File: config.mk
export PLATFORM = sky130hd
export DESIGN_NAME = fetch_unit
export DESIGN_NICKNAME = d
export VERILOG_FILES = /design/src/rtl/fetch_unit.sv
export SDC_FILE = /design/constraint.sdc
export NUM_CORES = 1
export LEC_CHECK = 0
export ABC_AREA = 1
export BUFFER_PORTS_ARGS = -buffer_cell sky130_fd_sc_hd__buf_2
export CORE_AREA = 3 3 145 147
export CTS_BUF_LIST = sky130_fd_sc_hd__clkbuf_8
export DETAILED_ROUTE_END_ITERATION = 10
export DIE_AREA = 0 0 148 150
export PLACE_DENSITY = 0.61
export SLEW_MARGIN = 15
export SYNTH_ARGS = -nofsm -noshare
export SYNTH_HDL_FRONTEND = slang
export SYNTH_SLANG_ARGS = --single-unit
File: constraint.sdc
create_clock -name clk -period 5.34 [get_ports clk]
set_input_delay 0.534 -clock clk [delete_from_list [all_inputs] [get_ports clk]]
set_output_delay 0.534 -clock clk [all_outputs]
set_load 0.05 [all_outputs]
File: src/rtl/fetch_unit.sv
// Instruction-fetch stage: owns the fetch PC, issues in-order requests to a
// synchronous-read instruction memory and presents (pc, instr) pairs to decode.
module fetch_unit #(
  parameter logic [31:0] RESET_PC = 32'h0000_0000
) (
  input  logic        clk,
  input  logic        rst,
  output logic        imem_req_valid,
  input  logic        imem_req_ready,
  output logic [31:0] imem_req_addr,
  input  logic        imem_resp_valid,
  input  logic [31:0] imem_resp_data,
  input  logic        redirect,
  input  logic [31:0] redirect_pc,
  input  logic        stall,
  output logic        if_valid,
  output logic [31:0] if_pc,
  output logic [31:0] if_instr
);

  typedef struct packed {
    logic [31:0] pc;
    logic [31:0] instr;
    logic        filled;
  } slot_t;

  slot_t       slots [2];
  logic [31:0] fetch_pc;
  logic        head;
  logic        tail;
  logic [1:0]  count;
  logic [1:0]  drop_cnt;

  logic        second;
  logic        head_unfilled;
  logic        second_unfilled;
  logic        pop;
  logic        alloc;
  logic        fill;
  logic        fill_idx;
  logic [2:0]  occupancy;
  logic [2:0]  unfilled;
  logic [2:0]  drop_sum;
  logic [2:0]  drop_next;

  always_comb begin
    // NOTE: every always_comb output gets a value on every path (here at the
    // top of the block) so no latch can be inferred.
    second          = ~head;
    head_unfilled   = (count != 2'd0) && !slots[head].filled;
    second_unfilled = (count == 2'd2) && !slots[second].filled;

    if_valid = (count != 2'd0) && slots[head].filled;
    if_pc    = if_valid ? slots[head].pc    : 32'h0;
    if_instr = if_valid ? slots[head].instr : 32'h0000_0000;

    // A redirect squashes the presented instruction, so it never pops.
    pop = if_valid && !stall && !redirect;

    // Slots plus responses still owed to us must leave room for one more.
    occupancy      = {1'b0, count} + {1'b0, drop_cnt};
    imem_req_valid = !rst && !redirect && (occupancy < (3'd2 + {2'b00, pop}));
    imem_req_addr  = fetch_pc;
    alloc          = imem_req_valid && imem_req_ready;

    // In-order returns: the oldest unfilled slot is the head if it is still
    // waiting, otherwise the slot behind it.
    fill     = imem_resp_valid && (drop_cnt == 2'd0) && !redirect && !rst;
    fill_idx = head_unfilled ? head : second;

    unfilled  = {2'b00, head_unfilled} + {2'b00, second_unfilled};
    drop_sum  = {1'b0, drop_cnt} + unfilled;
    drop_next = (imem_resp_valid && (drop_sum != 3'd0)) ? drop_sum - 3'd1 : drop_sum;
  end

  // NOTE: slot payload is deliberately not reset; a slot is only read once
  // count covers it, and allocation clears its filled bit first.
  always_ff @(posedge clk) begin
    if (alloc) begin
      slots[tail].pc     <= fetch_pc;
      slots[tail].instr  <= 32'h0000_0000;
      slots[tail].filled <= 1'b0;
    end
    if (fill) begin
      slots[fill_idx].instr  <= imem_resp_data;
      slots[fill_idx].filled <= 1'b1;
    end
  end

  always_ff @(posedge clk or posedge rst) begin
    if (rst) begin
      fetch_pc <= RESET_PC;
      head     <= 1'b0;
      tail     <= 1'b0;
      count    <= 2'd0;
      drop_cnt <= 2'd0;
    end else if (redirect) begin
      // Empty the buffer; every unfilled slot becomes a response to discard.
      head     <= tail;
      count    <= 2'd0;
      drop_cnt <= drop_next[1:0];
      fetch_pc <= {redirect_pc[31:2], 2'b00};
    end else begin
      if (alloc) begin
        tail     <= ~tail;
        fetch_pc <= fetch_pc + 32'd4;
      end
      if (pop) begin
        head <= ~head;
      end
      count <= count + {1'b0, alloc} - {1'b0, pop};
      if (imem_resp_valid && (drop_cnt != 2'd0)) begin
        drop_cnt <= drop_cnt - 2'd1;
      end
    end
  end

endmodule

* Yosys cells after proc, flatten, opt, wreduce, memory -nomap -nowiden
Memories as Yosys holds them, arrays and structs flattened. Index checks and enable logic that the tools add are counted.
Cells by class: reductions and logical operators 26, $lt $le $gt $ge 1, bitwise gates (word level) 3, multiplexer cells 15, eq/ne operators 1, add/subtract/negate cells 9
Operators with widths (count):
- 32-bit two-way mux | 4
- 32-bit by 3-bit adder with 32-bit output (second input constant) | 1
- 1-bit logical AND | 13
- 2-bit nonzero test | 5
- 2-bit two-way mux | 4
- 1-bit two-way mux | 7
- 2-bit by 2-bit adder with 3-bit output | 2
- 1-bit logical NOT | 5
- 2-bit by 1-bit subtractor with 2-bit output (second input constant) | 2
- 2-bit by 1-bit adder with 3-bit output (first input constant) | 1
- 3-bit < comparator | 1
- 1-bit NOT | 3
- 3-bit nonzero test | 1
- 1-bit by 1-bit adder with 2-bit output | 1
- 2-bit by 1-bit adder with 2-bit output | 1
- 2-bit == test (second input constant) | 1
- 2-bit logical NOT | 1
- 2-bit AND reduction | 1
- 2-bit by 1-bit subtractor with 2-bit output | 1
Word-level totals: output and inout port bits 98, bits in writable memories 130, memories kept 1, register bits after elaboration 38, word-level logic and storage cells 61
Memories:
- slots | depth 2, bits a word 65, rd ports 2, clocked after Yosys merged registers in 0, wr ports 2, RTL line 27 | slot_t slots [2];

* Logic depth before layout (Yosys ltp)
word-level depth 11, gate-level depth with buffers 14

* Worst setup path after synthesis
OpenSTA, ideal clock, no wires.
path kind reg-to-reg, start reg count[0], end mem slots[1][10] (netlist bit), enable pin, setup time 425 ps, period minus slack after synthesis 3339 ps, path buffers 1, stages on the path, launching flop included 7, setup slack 2001 ps, required time 4915 ps, data arrival time 2914 ps, path through dfrtp_1 > ha_1 > fa_1 > nor2_2 > nand3_4 > buf_2 > o21ai_1
RTL lines:
- start: declaration | RTL line 31 | logic [1:0] count;
- start signal: assignment | RTL line 111 | count <= count + {1'b0, alloc} - {1'b0, pop};
- end: declaration | RTL line 27

* Worst setup path after layout
start reg head, end out if_pc[29]
On the way: word-level cells in the longest chain between the ends 3
Ends and longest elaborated chain:
- start: declaration | RTL line 29 | logic head;
- start signal: assignment | RTL line 99 | head <= tail;
- start signal: assignment | RTL line 109 | head <= ~head;
- memory read 2 x 65 bit (*)
- 1-bit logical AND | RTL line 53 | if_valid = (count != 2'd0) && slots[head].filled;
- 32-bit two-way mux (*) | RTL line 54 | if_pc = if_valid ? slots[head].pc : 32'h0;
- end: declaration | RTL line 17 | output logic [31:0] if_pc,
Mark *: on every way between the ends. The rest lies on a longest branch, timed or not.

==> impl_metrics.ini <==
[final_layout]
final_layout_size_suffix_gt1_frac = 0.2119
fill_cells = 2042
diodes = 0
design_area_mm2 = 0.009304
area.growth.synth_to_final_pct = 18.26
num-nets-final = 1104
layout.cells.non_filler = 1308

[clock_tree]
cts_resized = 0
clk_pin_slew_ns = 0.10
cts_tree = done
cts_hold_buf = 0
clk_latency_ns = 0.46
clockRootBuffer = clkbuf_8
postCtsSetupBuffers = 0
ctsHtreeMaxLevel = 4
clock-sinks = 162
cts_buffers = 17
clockBufferDepth = 2

[power_and_ir_drop]
powerDensity_mw_per_mm2 = 371.7
swShare = 0.3781
p_total_uw = 3458
switching_power_uw = 1307
pwr-share-clk = 0.257
p_leak_uw = 0.004219
pwr-share-comb = 0.271
vdd_drop_max_uv = 172.8
internal_power_uw = 2151
p_seq_frac = 0.472

[yosys]
synth.distinct_cells = 32
synth_area_leader_cell = edfxtp_1
synth.yosys.seq_area_share = 0.5929
ys_ff_latch = 162
synth_top_area_frac = 0.4733
synthArstFlopShare = 0.2222
synth_edf_count = 124
syn_inst = 876
syn-cell-area_mm2 = 0.007868
synthTopCellsByArea = edfxtp_1 47%, nand2_1 14%, dfrtp_1 11%
synth_ff_type = edfxtp_1
synth_common_cells = 288 x nand2_1, 124 x edfxtp_1, 111 x nor2_1
yosysWarnings = 0
yosysMostFrequentCell = nand2_1
avgSynthCellArea_um2 = 8.981

[worst_setup_path]
cp_top_family = buffers and inverters
crit_slowest_cell = buf_4
crit_fanout = 64
cp-end-kind = output pin
crit_arrival_ns = 2.99
cp_cell_sequence = buf_4, nand2_2, nand2_1, nand2_2, buf_4, a21oi_1, buf_2
cp_slowest_stage_delay_ns = 0.56
crit_type = flip-flop to output pin
crit_path_start_kind = flip-flop
critPathBufInv = 3
worst-endpoint-required_ns = 4.81

[sta]
period_needed_ns = 3.523
skew_ns = 0.02138
layout_setup_ws_ns = 1.817
setup_viol = 0
worstMarginPinSlew_ns = 1.159
max_freq_mhz = 283.8
slew_viol_final = 0
hold_violations = 0
fin_crit_sh = 0.6598
rsz0062_at_grt = no
tns_ns = 0
relSlewSlack = 0.2246

[placement]
gp_congestion = 0.8184
dpl.hpwl_mm = 13.28
dp.cells = 1276
io_buffer_count = 161
pre_cts_slack_ns = 2.152
place_area_mm2 = 0.008910

[global_routing]
grt_max_degree = 67
grt_pass1_vias = 5715
antenna_found_initial = 0
grt_usage = 0.1772
grt_pass1_wl_mm = 30.39
overflow = 0

[floorplanning]
ioPinCount = 168
core_mm2 = 0.02004
die_w_um = 148
fp.dieH_um = 150
start_util = 0.3926
fp-row-count = 52
dieArea_mm2 = 0.02220

[route]
detail-route-antenna-nets = 0
routedWlPerCell_um = 15.24
drt-total-wl_mm = 19.94
remaining_drc_errors = 0
first_iter_violations = 521
routed_via_density = 4.765
vias = 6233
dr.pass1.iters = 5

[min_path]
hp-class = input port to asynchronous set/reset pin

[status]
status = finished, final reports clean

[run]
drv_cap = 0
## power groups by stage
stage | registers, uW | clock network [uW] | logic [uW]
2_1_floorplan | 1740 | 0 | 585
5_1_grt | 1650 | 961 | 1040
3_5_place_dp | 1660 | 0 | 949
3_3_place_gp | 1660 | 0 | 936
4_1_cts | 1630 | 905 | 953
6_report | 1630 | 889 | 936
## kinds of logic (layout without fill, tap and decap cells)
kind of cell,count (synthesis),count (layout),share of synthesized area
AO/OA/AOI/OAI,89,89,0.05916
AND/OR/NAND/NOR,476,476,0.2463
flip-flops,162,162,0.5929
adder cells (fa/ha/maj),9,9,0.01622
XOR/XNOR,20,20,0.02226
buffers and inverters,119,278,0.06266
other,1,4,0.0004766
## sequential cells by signal (all words and copies together) (netlist names)
register	count
head	1
count	2
drop_cnt	2
tail	1
slots	126
imem_req_addr	30
## routing by layer
metal	vias to the layer above	routed length (um)	part of all wire	global-route usage
li1	3125	-	-	-
met1	2928	9309	0.47	0.2478
met2	163	9461	0.47	0.2850
met3	17	939	0.047	0.03271
met4	0	229	0.011	0.04896
met5	-	0	0	0
## cell type report
| class | instances | area [um^2] | share of cell area |
|---|---|---|---|
| flip-flops and latches | 162 | 4666 | 0.5015 |
| repair buffers | 169 | 865.8 | 0.09306 |
| clock buffers | 17 | 234.0 | 0.02515 |
| clock inverters | 15 | 160.2 | 0.01721 |
| well taps | 270 | 337.8 | 0.03631 |
| inverters | 77 | 289.0 | 0.03107 |
| multi-input cells | 598 | 2751 | 0.2957 |
## metrics by stage
stage,hold slack (ns),util
3_3_place_gp,0.4888,0.4446
3_5_place_dp,0.4875,0.4446
6_report,0.1837,0.4643
5_1_grt,0.2005,0.4643
2_1_floorplan,0.4614,-
4_1_cts,0.1860,0.4643
## cell usage in the layout, fill, tap and decap left out, types with 2 or more instances in the layout
master	instances
clkbuf_8	17
nand3_1	52
a21boi_0	3
nor2_1	109
inv_6	3
bufinv_16	2
buf_4	8
o21a_1	3
a21oi_1	65
clkinvlp_4	3
nand2_2	5
conb_1	4
edfxtp_1	124
nand3b_1	7
ha_1	7
dfrtp_1	35
nand2_1	287
nand4_1	5
o21ai_4	2
o21ai_0	12
fa_1	2
o21ai_1	2
inv_2	3
dfxtp_1	2
buf_2	161
inv_1	75
nor2_2	8
xnor2_1	7
xor2_1	13
clkinv_4	5
## path summary, 6_finish.rpt
| path | end | depth (start not counted) | start | slack [ns] |
|---|---|---|---|---|
| max | if_pc[29] | 7 | head | 1.82 |
| min | imem_req_addr[11] | 3 | rst | 0.18 |
| max reg2reg | slots[0][6] | 7 | head | 2.20 |
| min reg2reg | slots[1][0] | 2 | slots[1][0] | 0.50 |
| max in group asynchronous | head | 3 | rst | 4.79 |
| min in group clk | imem_req_addr[23] | 3 | redirect_pc[23] | 0.29 |
## worst min-delay path, cell delays in order
cell	delay (ns)
buf_2	0.10
inv_1	0.04
buf_4	0.41
Note: power is estimated with default switching activity, not from simulation.
